[config.mk]
export PLATFORM = sky130hd
export DESIGN_NAME = fetch_unit_flat
export DESIGN_NICKNAME = d
export VERILOG_FILES = /design/src/rtl/fetch_pkg.sv /design/src/rtl/fetch_unit_if.sv /design/src/rtl/fetch_skid_buf.sv /design/src/rtl/fetch_unit.sv /design/src/flat_wrapper.sv
export SDC_FILE = /design/constraint.sdc
export NUM_CORES = 1
export LEC_CHECK = 0
export CELL_PAD_IN_SITES_DETAIL_PLACEMENT = 1
export CELL_PAD_IN_SITES_GLOBAL_PLACEMENT = 2
export CORE_MARGIN = 4
export CORE_UTILIZATION = 29
export CTS_CLUSTER_SIZE = 20
export DETAILED_ROUTE_END_ITERATION = 7
export PLACE_DENSITY_LB_ADDON = 0.1
export SLEW_MARGIN = 20
export SYNTH_ARGS = -nofsm -noshare
export SYNTH_HDL_FRONTEND = slang
export SYNTH_SLANG_ARGS = --single-unit
[constraint.sdc]
create_clock -name clk -period 5.65 [get_ports clk]
set_clock_uncertainty 0.05 [all_clocks]
set_input_delay 0.8475 -clock clk [delete_from_list [all_inputs] [get_ports clk]]
set_output_delay 0.8475 -clock clk [all_outputs]
set_load 0.005 [all_outputs]
[src/rtl/fetch_pkg.sv]
// Shared types and constants for the instruction-fetch stage.
package fetch_pkg;

    typedef enum logic [1:0] {
        FETCH,
        SKID,
        DRAIN
    } state_e;

    localparam int unsigned PC_INC      = 4;
    localparam int unsigned PC_AHEAD    = 8;
    localparam logic [31:0] INSTR_RESET = 32'h0;

endpackage

[src/rtl/fetch_unit_if.sv]
// Fetch-stage bus: instruction-memory request/ack plus the decode-side slot.
interface fetch_unit_if #(
    parameter int unsigned PC_W = 32
) ();

    logic            imem_req;
    logic [PC_W-1:0] imem_addr;
    logic            imem_ack;
    logic [31:0]     imem_rdata;
    logic            stall;
    logic            branch_taken;
    logic [PC_W-1:0] branch_target;
    logic            instr_valid;
    logic [31:0]     instr;
    logic [PC_W-1:0] instr_pc;
    logic [PC_W-1:0] r15;

    modport master (
        output imem_req, imem_addr, instr_valid, instr, instr_pc, r15,
        input  imem_ack, imem_rdata, stall, branch_taken, branch_target
    );

    modport slave (
        input  imem_req, imem_addr, instr_valid, instr, instr_pc, r15,
        output imem_ack, imem_rdata, stall, branch_taken, branch_target
    );

endinterface

[src/rtl/fetch_skid_buf.sv]
// One-entry holding register for an instruction word and its PC.
module fetch_skid_buf #(
    parameter int unsigned PC_W = 32
) (
    input  logic            clk,
    input  logic            rst,
    input  logic            load,
    input  logic            unload,
    input  logic            clear,
    input  logic [31:0]     din_instr,
    input  logic [PC_W-1:0] din_pc,
    output logic            valid,
    output logic [31:0]     instr,
    output logic [PC_W-1:0] pc
);

    logic            valid_q, valid_d;
    logic [31:0]     instr_q, instr_d;
    logic [PC_W-1:0] pc_q,    pc_d;

    always_comb begin
        valid_d = valid_q;
        instr_d = instr_q;
        pc_d    = pc_q;
        if (clear) begin
            valid_d = 1'b0;
        end else if (load) begin
            valid_d = 1'b1;
            instr_d = din_instr;
            pc_d    = din_pc;
        end else if (unload) begin
            valid_d = 1'b0;
        end
    end

    always_ff @(posedge clk or posedge rst) begin
        if (rst) begin
            valid_q <= 1'b0;
            instr_q <= '0;
            pc_q    <= '0;
        end else begin
            valid_q <= valid_d;
            instr_q <= instr_d;
            pc_q    <= pc_d;
        end
    end

    assign valid = valid_q;
    assign instr = instr_q;
    assign pc    = pc_q;

endmodule

[src/rtl/fetch_unit.sv]
// Instruction-fetch stage: PC, imem req/ack, decode slot with skid, branch flush.
// Optional FETCH_PERF_CNT_EN adds fetch_count/flush_count outputs.
module fetch_unit
    import fetch_pkg::*;
#(
    parameter int unsigned     PC_W     = 32,
    parameter logic [PC_W-1:0] RESET_PC = '0
) (
    input  logic          clk,
    input  logic          reset,
    fetch_unit_if.master  bus
`ifdef FETCH_PERF_CNT_EN
    ,
    output logic [31:0]   fetch_count,
    output logic [31:0]   flush_count
`endif
);

    state_e          state_q, state_d;
    logic [PC_W-1:0] pc_q, pc_d;
    logic [PC_W-1:0] tgt_q, tgt_d;
    logic            active_q, active_d;
    logic            out_valid_q, out_valid_d;
    logic [31:0]     instr_q, instr_d;
    logic [PC_W-1:0] instr_pc_q, instr_pc_d;

    logic            req, ack, transfer, slot_free;
    logic [PC_W-1:0] tgt_clean;
    logic            skid_load, skid_unload, skid_clear, skid_valid;
    logic [31:0]     skid_instr;
    logic [PC_W-1:0] skid_pc;

    fetch_skid_buf #(.PC_W(PC_W)) u_skid (
        .clk       (clk),
        .rst       (reset),
        .load      (skid_load),
        .unload    (skid_unload),
        .clear     (skid_clear),
        .din_instr (bus.imem_rdata),
        .din_pc    (pc_q),
        .valid     (skid_valid),
        .instr     (skid_instr),
        .pc        (skid_pc)
    );

    // active_q holds the request low for the first cycle out of reset.
    assign req       = active_q && (state_q != SKID);
    assign ack       = bus.imem_ack && req;
    assign transfer  = out_valid_q && !bus.stall;
    assign slot_free = !out_valid_q || transfer;
    assign tgt_clean = bus.branch_target & ~PC_W'(3);

    always_comb begin
        state_d     = state_q;
        pc_d        = pc_q;
        tgt_d       = tgt_q;
        active_d    = 1'b1;
        out_valid_d = out_valid_q;
        instr_d     = instr_q;
        instr_pc_d  = instr_pc_q;
        skid_load   = 1'b0;
        skid_unload = 1'b0;
        skid_clear  = 1'b0;

        if (transfer) out_valid_d = 1'b0;

        if (bus.branch_taken) begin
            out_valid_d = 1'b0;
            skid_clear  = 1'b1;
            // An unacked request must complete before the target can be issued.
            if (req && !ack) begin
                state_d = DRAIN;
                tgt_d   = tgt_clean;
            end else begin
                state_d = FETCH;
                pc_d    = tgt_clean;
            end
        end else begin
            case (state_q)
                FETCH: begin
                    if (ack) begin
                        pc_d = pc_q + PC_W'(PC_INC);
                        if (slot_free) begin
                            out_valid_d = 1'b1;
                            instr_d     = bus.imem_rdata;
                            instr_pc_d  = pc_q;
                        end else begin
                            skid_load = 1'b1;
                            state_d   = SKID;
                        end
                    end
                end
                SKID: begin
                    if (transfer && skid_valid) begin
                        out_valid_d = 1'b1;
                        instr_d     = skid_instr;
                        instr_pc_d  = skid_pc;
                        skid_unload = 1'b1;
                        state_d     = FETCH;
                    end
                end
                DRAIN: begin
                    if (ack) begin
                        pc_d    = tgt_q;
                        state_d = FETCH;
                    end
                end
                default: state_d = FETCH;
            endcase
        end
    end

    always_ff @(posedge clk or posedge reset) begin
        if (reset) begin
            state_q     <= FETCH;
            pc_q        <= RESET_PC;
            tgt_q       <= RESET_PC;
            active_q    <= 1'b0;
            out_valid_q <= 1'b0;
            instr_q     <= INSTR_RESET;
            instr_pc_q  <= RESET_PC;
        end else begin
            state_q     <= state_d;
            pc_q        <= pc_d;
            tgt_q       <= tgt_d;
            active_q    <= active_d;
            out_valid_q <= out_valid_d;
            instr_q     <= instr_d;
            instr_pc_q  <= instr_pc_d;
        end
    end

    assign bus.imem_req    = req;
    assign bus.imem_addr   = pc_q;
    assign bus.instr_valid = out_valid_q;
    assign bus.instr       = instr_q;
    assign bus.instr_pc    = instr_pc_q;
    assign bus.r15         = instr_pc_q + PC_W'(PC_AHEAD);

`ifdef FETCH_PERF_CNT_EN
    logic [31:0] fetch_cnt_q, fetch_cnt_d;
    logic [31:0] flush_cnt_q, flush_cnt_d;

    always_comb begin
        fetch_cnt_d = fetch_cnt_q + {31'd0, transfer};
        flush_cnt_d = flush_cnt_q + {31'd0, bus.branch_taken};
    end

    always_ff @(posedge clk or posedge reset) begin
        if (reset) begin
            fetch_cnt_q <= '0;
            flush_cnt_q <= '0;
        end else begin
            fetch_cnt_q <= fetch_cnt_d;
            flush_cnt_q <= flush_cnt_d;
        end
    end

    assign fetch_count = fetch_cnt_q;
    assign flush_count = flush_cnt_q;
`endif

endmodule

[src/flat_wrapper.sv]
// flat-port wrapper written by rule: the top's interface ports become plain ports
module fetch_unit_flat import fetch_pkg::*;
#(
    parameter int unsigned     PC_W     = 32,
    parameter logic [PC_W-1:0] RESET_PC = '0
)
  (clk, reset, bus_imem_req, bus_imem_addr, bus_instr_valid, bus_instr, bus_instr_pc, bus_r15, bus_imem_ack, bus_imem_rdata, bus_stall, bus_branch_taken, bus_branch_target);
  fetch_unit_if #(.PC_W(PC_W)) bus_i ();
  input  logic clk;
  input  logic reset;
  output wire logic [$bits(bus_i.imem_req)-1:0] bus_imem_req;
  output wire logic [$bits(bus_i.imem_addr)-1:0] bus_imem_addr;
  output wire logic [$bits(bus_i.instr_valid)-1:0] bus_instr_valid;
  output wire logic [$bits(bus_i.instr)-1:0] bus_instr;
  output wire logic [$bits(bus_i.instr_pc)-1:0] bus_instr_pc;
  output wire logic [$bits(bus_i.r15)-1:0] bus_r15;
  input wire logic [$bits(bus_i.imem_ack)-1:0] bus_imem_ack;
  input wire logic [$bits(bus_i.imem_rdata)-1:0] bus_imem_rdata;
  input wire logic [$bits(bus_i.stall)-1:0] bus_stall;
  input wire logic [$bits(bus_i.branch_taken)-1:0] bus_branch_taken;
  input wire logic [$bits(bus_i.branch_target)-1:0] bus_branch_target;
  assign bus_imem_req = bus_i.imem_req;
  assign bus_imem_addr = bus_i.imem_addr;
  assign bus_instr_valid = bus_i.instr_valid;
  assign bus_instr = bus_i.instr;
  assign bus_instr_pc = bus_i.instr_pc;
  assign bus_r15 = bus_i.r15;
  assign bus_i.imem_ack = bus_imem_ack;
  assign bus_i.imem_rdata = bus_imem_rdata;
  assign bus_i.stall = bus_stall;
  assign bus_i.branch_taken = bus_branch_taken;
  assign bus_i.branch_target = bus_branch_target;
  fetch_unit #(.PC_W(PC_W), .RESET_PC(RESET_PC)) u_core (.clk(clk), .reset(reset), .bus(bus_i));
endmodule
# Yosys cells after proc, flatten, opt, wreduce, memory -nomap -nowiden
# Cells that the tools add are included.
[op_classes]
n_bitwise = 2
div = 0
magnitude_cmp = 0
shift = 0
n_reduce_logical = 18
multipliers = 0
n_eq_ne = 11
muxes = 37
add_sub_neg = 2
[ops]
columns = ["operator", "n"]
rows = [
  ["two-way mux 32 bit", 10],
  ["case mux 32 bit (2 select lines)", 3],
  ["adder 32 x 3 -> 32 bit (second input constant)", 1],
  ["adder 32 x 4 -> 32 bit (second input constant)", 1],
  ["two-way mux 1 bit", 16],
  ["two-way mux 2 bit", 6],
  ["inequality test 3 x 2 -> 1 bit (second input constant)", 3],
  ["inequality test 2 x 1 -> 1 bit (second input constant)", 4],
  ["AND reduction 4 bit", 2],
  ["case mux 2 bit (3 select lines)", 1],
  ["nonzero test 3 bit", 2],
  ["logical AND 1 bit", 5],
  ["AND reduction 5 bit", 1],
  ["AND reduction 2 bit", 2],
  ["zero test 1 bit", 3],
  ["inequality test 3 bit (second input constant)", 1],
  ["== test 2 x 1 -> 1 bit (second input constant)", 1],
  ["== test 2 bit (second input constant)", 1],
  ["zero test 2 bit", 1],
  ["inequality test 2 bit (second input constant)", 1],
  ["inverter 1 bit", 2],
  ["case mux 1 bit (2 select lines)", 1],
  ["nonzero test 2 bit", 1],
  ["logical OR 1 bit", 1],
]
[word_totals]
output_inout_bits = 130
wordCells = 80
latch_bits = 0
mem_bits_ro = 0
mem_bits_rw = 0
register_bits = 195
inputBits = 69
mem_count = 0

# Longest topological paths before layout
# Gate-level depths: netlist of run 1.
[logic_depth]
depth_word = 9
mapped_depth = 8
mapped_depth_nobuf = 6

# By module
# Synthesis of run 1 repeated with hierarchy kept, for this count alone.
[unflattened]
cells_unflattened = 953
hier_area_um2 = 9796.9
[modules_own_cells]
columns = ["mod", "n_inst", "cells_each", "area_each_um2", "seq_area_each_um2"]
rows = [
  ["fetch_unit", 1, 812, 7051.8, 3203.1],
  ["fetch_skid_buf", 1, 141, 2745.1, 1626.6],
]

# Worst setup path before layout of run 1
# OpenSTA, ideal clock, no wires.
[synth_path]
path_kind = "register -> output"
start = "reg u_core.instr_pc_q[3] (netlist: u_core.bus.instr_pc[3])"
end = "out bus_r15[25]"
arrival_time_ns = 1.797
n_path_buf = 0
required_ns = 4.753
stages_incl_launch_ff = 7
path_slack_ns = 2.956
path_cell_list = "dfrtp_1 > ha_1 > nand4_1 > nor4_2 > nand2_1 > nor3_1 > xor2_1"
[synth_between]
elab_chain_cells = 1
[synth_lines]
columns = ["item", "line_no", "source"]
rows = [
  ["start, declared", "fetch_unit.sv:25", "logic [PC_W-1:0] instr_pc_q, instr_pc_d;"],
  ["start signal, assigned", "fetch_unit.sv:129", "instr_pc_q <= instr_pc_d;"],
  ["adder 32 x 4 -> 32 bit", "fetch_unit.sv:138", "assign bus.r15 = instr_pc_q + PC_W'(PC_AHEAD);"],
  ["end, declared", "flat_wrapper.sv:16", "output wire logic [$bits(bus_i.r15)-1:0] bus_r15;"],
]
# Every way passes these cells.

# Worst setup path in the final report of run 1
[layout_path]
start = "reg u_core.instr_pc_q[8] (netlist: u_core.bus.instr_pc[8])"
end = "out bus_r15[26]"
# Same word-level chain as after synthesis.

==> qor.csv, run 1 <==
stage,metric,value,unit
power_and_ir_drop,switching part of the total power,31.26,%
drt,WL final,29760,microns
finish,Util after Layout,38.55,%
place,IO Port Bufs,190,
yosys,Yosys top cell area share,50.36,%
worst_setup_path,R2R cell count,7,
drt,WL met1,14660,microns
yosys,Mapped Cells,965,
yosys,"Top FF cell, synth",dfrtp_1,
yosys,Synth Register Bits,189,
worst_setup_path,CP Data Required Time,4750,ps
power_and_ir_drop,Tot Pwr,4.331,mW
timing,Slew @ Worst Pin,1025,ps
finish,share of layout cells above drive strength 1,13.76,%
grt,first-pass GRT wire length,47090,microns
timing,Slew Limit Fails,0,
timing,"Period Utilization, post-route",72.08,%
finish,Synth-to-Final Area Change,30.20,%
drt,Vias/cell,4.956,
clock_network,Root Buffer,clkbuf_16,
clock_network,cts bufs inserted,17,
drt,Routed met2 length,13680,microns
yosys,synth cell count leaders,"189 x dfrtp_1, 177 x nand2_1, 92 x mux2_2, 92 x nor2_1, 61 x a31oi_1",
die,Core Rows,65,
worst_setup_path,R2R Path End,u_core.bus.imem_addr[25],
worst_setup_path,Worst R2R Setup Slack,2590,ps
drt,drt wl/cell,19.38,microns
power_and_ir_drop,internal power,2.977,mW
yosys,Ys Warns,0,
place,pre-CTS setup slack,1969,ps
timing,final setup fails,0,
finish,layout net count,1192,
timing,fmax,245.6,MHz
clock_network,cts hold-fix bufs,0,
drt,DRT iter0 DRCs,384,
worst_hold_path,worst hold path depth,1,
worst_setup_path,Arrival @ worst endpoint,3170,ps
drt,DRC,0,
power_and_ir_drop,P_sw,1.354,mW
clock_network,Max Buffers Root-to-Sink,2,
power_and_ir_drop,clock share of power,29.2,%
clock_network,H-tree levels,4,
clock_network,worst skew pair latency,450,ps
yosys,Post-synth EDFFs,0,
yosys,asr flop ratio synth,100.0,%
clock_network,clk slew on worst S/H paths,80,ps
timing,Tmin final,4072,ps
clock_network,post-CTS sizing,0,
yosys,"count leader, synth",dfrtp_1,
drt,Antenna Nets Post-Route,0,
yosys,Syn Area/Cell,9.732,sq um
die,Vert. Die Dim,188.0,microns
die,Die W,188.0,microns
timing,final hold vios,0,
yosys,mapped cell area,0.009392,sq mm
grt,global route total overflow,0,
place,GPL Wtd Cong,0.7758,
worst_setup_path,Worst Path Max Fanout,7,
worst_hold_path,hold endpoint,u_core.tgt_q[12],
clock_network,clk sink count,189,
drt,routed wl met3,952,microns
worst_hold_path,hold path start,u_core.tgt_q[12],
drt,DR top layer,met4,
power_and_ir_drop,Power per Cell Area,354.2,mW/mm^2
yosys,post-synthesis sequential area ratio,50.36,%
finish,Ant. Diodes,0,
worst_setup_path,CP Class,reg -> out,
worst_setup_path,crit-path cells,"nand4_1, nor4_2, nor3b_2, nand4_1, xnor2_1, clkdlybuf4s50_1",
die,initial core utilization,29.61,%
grt,pin count of the biggest net entering global routing,112,
grt,vias in the first global route,7746,
drt,first drt pass iteration count,4,
worst_setup_path,Critical Path Start Type,register,
timing,post-route setup TNS,0,ps
power_and_ir_drop,combinational share of power,26.8,%
power_and_ir_drop,Leakage,5.087,nW
place,detailed placement HPWL,20100,microns
worst_hold_path,Hold WC Path Type,reg -> reg,
yosys,post-synth top area cell,dfrtp_1,
finish,post-route non-filler standard cell count,1536,
clock_network,CTS tree,built,
yosys,Area contributors post-synth,"dfrtp_1 50%, mux2_2 11%, nand2_1 7.1%",
timing,final worst setup slack,1578,ps
die,core area,0.03172,sq mm
clock_network,Setup Buffers After CTS,0,
timing,Rel. slew slack,31.61,%
yosys,synth unique cells,60,
worst_setup_path,cell mode on critical path,nand4_1,
place,Inst Count DP,1504,
power_and_ir_drop,VDD IR max,0.2317,mV
die,Ports,199,
timing,RSZ-0062 raised after global routing,no,
die,Die ar.,0.03533,sq mm
job,Max Cap Violations,0,
run_status,outcome,completed,
power_and_ir_drop,Sequential Power Share,44.0,%
worst_setup_path,slowest CP cell,nor4_2,
worst_setup_path,CP peak stage delay,550,ps
worst_setup_path,worst reg2reg startpoint,u_core.state_q[0],
drt,Via Count,7613,
worst_setup_path,Worst Setup End Kind,output pin,
grt,initial antenna violation count,0,
grt,gr usage total,16.89,%
-- worst max-delay path by stage --
stage / from / to / slack (ps) / cells after the start
finish: u_core.bus.instr_pc[8] / bus_r15[26] / 1580 / 6
global placement: u_core.bus.instr_pc[8] / bus_r15[26] / 2030 / 6
floorplan: reset / u_core.active_q / 2320 / 1
global route: u_core.bus.instr_pc[8] / bus_r15[26] / 1280 / 6
detailed placement: u_core.bus.instr_pc[8] / bus_r15[26] / 1970 / 6
CTS: u_core.bus.instr_pc[8] / bus_r15[26] / 1460 / 6
-- sequential cells by signal, indices dropped and copies added (netlist names) --
register	cells
u_core.bus.instr	32
u_core.u_skid.instr	32
u_core.bus.imem_addr	30
u_core.bus.instr_pc	30
u_core.tgt_q	30
u_core.u_skid.pc	30
u_core.state_q	2
u_core.active_q	1
u_core.bus.instr_valid	1
u_core.u_skid.valid	1
-- through the flow --
stage	cell area (sq um)	hold slack (ps)
final	12230	450.0
after global routing	12230	460.5
after CTS	12230	451.8
after detailed placement	11630	434.4
after global placement	11630	428.9
after floorplan	9414	420.6
-- placed cells by master (no fill, tap or decap), types with 19 or more instances in the layout --
master / n
xnor2_1: 27
nand3_1: 28
mux2_2: 92
nand2_1: 176
and3_1: 19
o21ai_0: 37
dfrtp_1: 189
clkdlybuf4s50_1: 189
nor2_1: 91
a21oi_1: 33
a31oi_1: 61
-- area by class of cell --
cell class | count | area (sq um)
clock buffers | 17 | 425.4
inverters | 11 | 45.04
multi-input cells | 698 | 4322
well taps | 402 | 503.0
flip-flops and latches | 189 | 4730
fillers | 3566 | 19490
clock inverters | 15 | 176.4
repair buffers | 204 | 2027
-- kinds of logic after synthesis --
family / synth area share [%]
AND/OR/NAND/NOR: 18.49
flip-flops: 50.36
AO/OA/AOI/OAI: 11.84
multiplexers: 11.14
buffers and inverters: 3.997
XOR/XNOR: 3.824
adder cells (fa/ha/maj): 0.2664
other: 0.07997
-- critical path: cells and delay by family (launching register included) --
kind / cells / cell delay [ps]
and+or+nand+nor: 4 / 1500
buffers and inverters: 1 / 530
DFF: 1 / 500
xor gates and xnor gates: 1 / 200
-- per-layer routing --
| layer | GRT usage [%] | vias up |
|---|---|---|
| met5 | 0 | - |
| met4 | 4.545 | 0 |
| met3 | 3.127 | 28 |
| met2 | 26.83 | 144 |
| met1 | 23.76 | 3747 |
| li1 | - | 3694 |
-- power by group through the flow --
stage                     clock [mW]  sequential (mW)  combinational [mW]
after floorplan                    0             1.85               0.511
after global placement             0             1.93                1.17
after detailed placement           0             1.94                1.18
after CTS                       1.32             1.91                1.19
after global routing            1.38             1.96                1.27
final                           1.26             1.91                1.16
(Power assumes the default switching activity.)
==> run 2, diff against run 1 <==
--- a/config.mk
+++ b/config.mk
@@ -8,7 +8,7 @@
 export CELL_PAD_IN_SITES_DETAIL_PLACEMENT = 1
 export CELL_PAD_IN_SITES_GLOBAL_PLACEMENT = 2
 export CORE_MARGIN = 4
-export CORE_UTILIZATION = 29
+export CORE_UTILIZATION = 32
 export CTS_CLUSTER_SIZE = 20
 export DETAILED_ROUTE_END_ITERATION = 7
 export PLACE_DENSITY_LB_ADDON = 0.1
==> constraint.sdc (replaced) <==
create_clock -name clk -period 3.8 [get_ports clk]
set_clock_uncertainty 0.05 [all_clocks]
set_input_delay 0.57 -clock clk [delete_from_list [all_inputs] [get_ports clk]]
set_output_delay 0.57 -clock clk [all_outputs]
set_load 0.005 [all_outputs]
==> qor.csv, run 2 (synthesized netlist as in run 1, its figures left out) <==
stage,metric,value,unit,change
power_and_ir_drop,Power per Cell Area,517.5,mW/mm^2,was 354.2 mW/mm^2
finish,Util after Layout,42.63,%,was 38.55%
die,initial core utilization,32.54,%,was 29.61%
grt,pin count of the biggest net entering global routing,71,,was 112
timing,fmax,287.2,MHz,
power_and_ir_drop,internal power,4.349,mW,was 2.977 mW
finish,post-route non-filler standard cell count,1531,,was 1536
drt,first drt pass iteration count,5,,was 4
worst_setup_path,Worst Path Max Fanout,6,,was 7
clock_network,Root Buffer,clkbuf_16,,unchanged
clock_network,Max Buffers Root-to-Sink,2,,unchanged
timing,RSZ-0062 raised after global routing,no,,unchanged
die,Ports,199,,unchanged
place,Inst Count DP,1499,,was 1504
drt,DRC,0,,unchanged
power_and_ir_drop,VDD IR max,0.2451,mV,was 0.2317 mV
timing,Slew Limit Fails,0,,unchanged
grt,first-pass GRT wire length,46870,microns,was 47090 microns
power_and_ir_drop,combinational share of power,27.2,%,was 26.8%
drt,Vias/cell,5.047,,was 4.956
clock_network,clk sink count,189,,unchanged
drt,WL final,29490,microns,was 29760 microns
timing,final setup fails,0,,unchanged
die,Vert. Die Dim,179.3,microns,was 188.0 microns
die,Die ar.,0.03215,sq mm,was 0.03533 sq mm
clock_network,CTS tree,built,,unchanged
place,detailed placement HPWL,20480,microns,was 20100 microns
place,GPL Wtd Cong,0.7674,,was 0.7758
drt,drt wl/cell,19.26,microns,was 19.38 microns
timing,final hold vios,0,,unchanged
finish,share of layout cells above drive strength 1,14.56,%,was 13.76%
worst_setup_path,CP Class,reg -> out,,unchanged
timing,Slew @ Worst Pin,900.8,ps,was 1025 ps
finish,Synth-to-Final Area Change,31.00,%,was 30.20%
worst_setup_path,Critical Path Start Type,register,,unchanged
die,core area,0.02886,sq mm,was 0.03172 sq mm
drt,DRT iter0 DRCs,501,,was 384
timing,Tmin final,3482,ps,
worst_setup_path,worst reg2reg startpoint,u_core.bus.instr_valid,,was u_core.state_q[0]
run_status,outcome,completed,,unchanged
grt,global route total overflow,0,,unchanged
place,IO Port Bufs,190,,unchanged
worst_setup_path,CP startpoint,u_core.bus.instr_pc[3],,was u_core.bus.instr_pc[8]
finish,Ant. Diodes,0,,unchanged
clock_network,worst skew pair latency,430,ps,was 450 ps
timing,post-route setup TNS,0,ps,unchanged
grt,gr usage total,18.67,%,was 16.89%
worst_hold_path,hold path start,u_core.tgt_q[12],,unchanged
power_and_ir_drop,switching part of the total power,31.69,%,was 31.26%
drt,Antenna Nets Post-Route,0,,unchanged
clock_network,H-tree levels,4,,unchanged
worst_hold_path,Hold WC Path Type,reg -> reg,,unchanged
finish,design area,0.01230,sq mm,was 0.01223 sq mm
finish,most frequent cells in the layout,"189 x clkdlybuf4s50_1, 189 x dfrtp_1, 177 x nand2_1",,"was 189 x clkdlybuf4s50_1, 189 x dfrtp_1, 176 x nand2_1"
job,Max Cap Violations,0,,unchanged
power_and_ir_drop,P_sw,2.017,mW,was 1.354 mW
timing,"Period Utilization, post-route",91.62,%,
power_and_ir_drop,clock share of power,28.2,%,was 29.2%
place,Placed Instance Area,0.01172,sq mm,was 0.01163 sq mm
die,Die W,179.3,microns,was 188.0 microns
worst_setup_path,Worst Setup End Kind,output pin,,unchanged
power_and_ir_drop,Sequential Power Share,44.6,%,was 44.0%
worst_setup_path,CP Data Required Time,3180,ps,was 4750 ps
grt,initial antenna violation count,0,,unchanged
clock_network,Setup Buffers After CTS,0,,unchanged
power_and_ir_drop,Leakage,5.172,nW,was 5.087 nW
timing,worst hold margin,452.2,ps,was 450.0 ps
grt,vias in the first global route,7990,,was 7746
die,Core Rows,62,,was 65
clock_network,clk slew on worst S/H paths,80,ps,about the same
finish,layout net count,1205,,was 1192
drt,Via Count,7727,,was 7613
worst_setup_path,Arrival @ worst endpoint,2860,ps,was 3170 ps
timing,Rel. slew slack,39.95,%,was 31.61%
clock_network,cts bufs inserted,17,,unchanged
## run 2: changes by cell type in the layout (fill, tap and decap cells not counted), moves of 2 or more
cell / delta
buf_12: +2
inv_8: +3
clkbuf_8: +2
clkinvlp_4: -2
bufinv_16: -2
buf_4: +11
inv_6: -3
## run 2: metrics by stage
step                total power [mW]  worst slack (ps)
finish                         6.367             318.5
global route                   6.774             48.25
CTS                            6.479             179.1
detailed placement             4.651             676.3
global placement               4.604             682.8
floorplan                      3.505             745.5
## run 2: per-layer routing
metal	GRT usage, %	share of wire, %	wire length, microns
met5	0	0	0
met4	5.141	1.2	365
met3	2.847	4.0	1174
met2	29.06	45	13390
met1	27.15	49	14560
## run 2: worst paths after layout
check | endpoint | slack [ps] | depth (start not counted)
min in group asynchronous | u_core.bus.instr[27] | 540 | 2
max | bus_r15[25] | 320 | 7
max in group asynchronous | u_core.bus.imem_addr[9] | 2290 | 3
max reg2reg | u_core.bus.instr_pc[8] | 1410 | 6
min reg2reg | u_core.tgt_q[12] | 450 | 1
min | u_core.tgt_q[12] | 450 | 1
## run 2: cell type report
| class | instances | area, sq um |
|---|---|---|
| Sequential cell | 189 | 4730 |
| Fill cell | 3309 | 16550 |
| Tap cell | 384 | 480.5 |
| Inverter | 11 | 45.04 |
| Timing Repair Buffer | 217 | 2150 |
| Multi-Input combinational cell | 698 | 4323 |
| Clock inverter | 13 | 122.6 |
| Clock buffer | 19 | 452.9 |
## run 2: repair_timing
item                                    in CTS  in global routing
endpoints found under the setup margin       0                  5
hold buffers                                 0                  0
resized for setup                            0                  1
## run 2: power groups by stage
| stage | clock network (mW) | logic, mW | registers [mW] |
|---|---|---|---|
| after floorplan | 0 | 0.760 | 2.75 |
| after global placement | 0 | 1.74 | 2.87 |
| after detailed placement | 0 | 1.76 | 2.89 |
| after CTS | 1.86 | 1.77 | 2.85 |
| after global routing | 1.94 | 1.92 | 2.91 |
| final | 1.79 | 1.73 | 2.84 |
## run 2: worst max-delay path, stage by stage, from the launching register on
cell             delay, ps
dfrtp_1                440
ha_1                   240
nand4_1                200
nor4_2                 440
nand2_1                170
nor3_1                 200
xor2_1                 160
clkdlybuf4s50_1        570
==> run 3, diff against run 2 <==
--- a/config.mk
+++ b/config.mk
@@ -9,7 +9,6 @@
 export CELL_PAD_IN_SITES_GLOBAL_PLACEMENT = 2
 export CORE_MARGIN = 4
 export CORE_UTILIZATION = 32
-export CTS_CLUSTER_SIZE = 20
 export DETAILED_ROUTE_END_ITERATION = 7
 export PLACE_DENSITY_LB_ADDON = 0.1
 export SLEW_MARGIN = 20
==> results of run 3 <==
Final layout, timing and power as in run 2 (identical DEF).
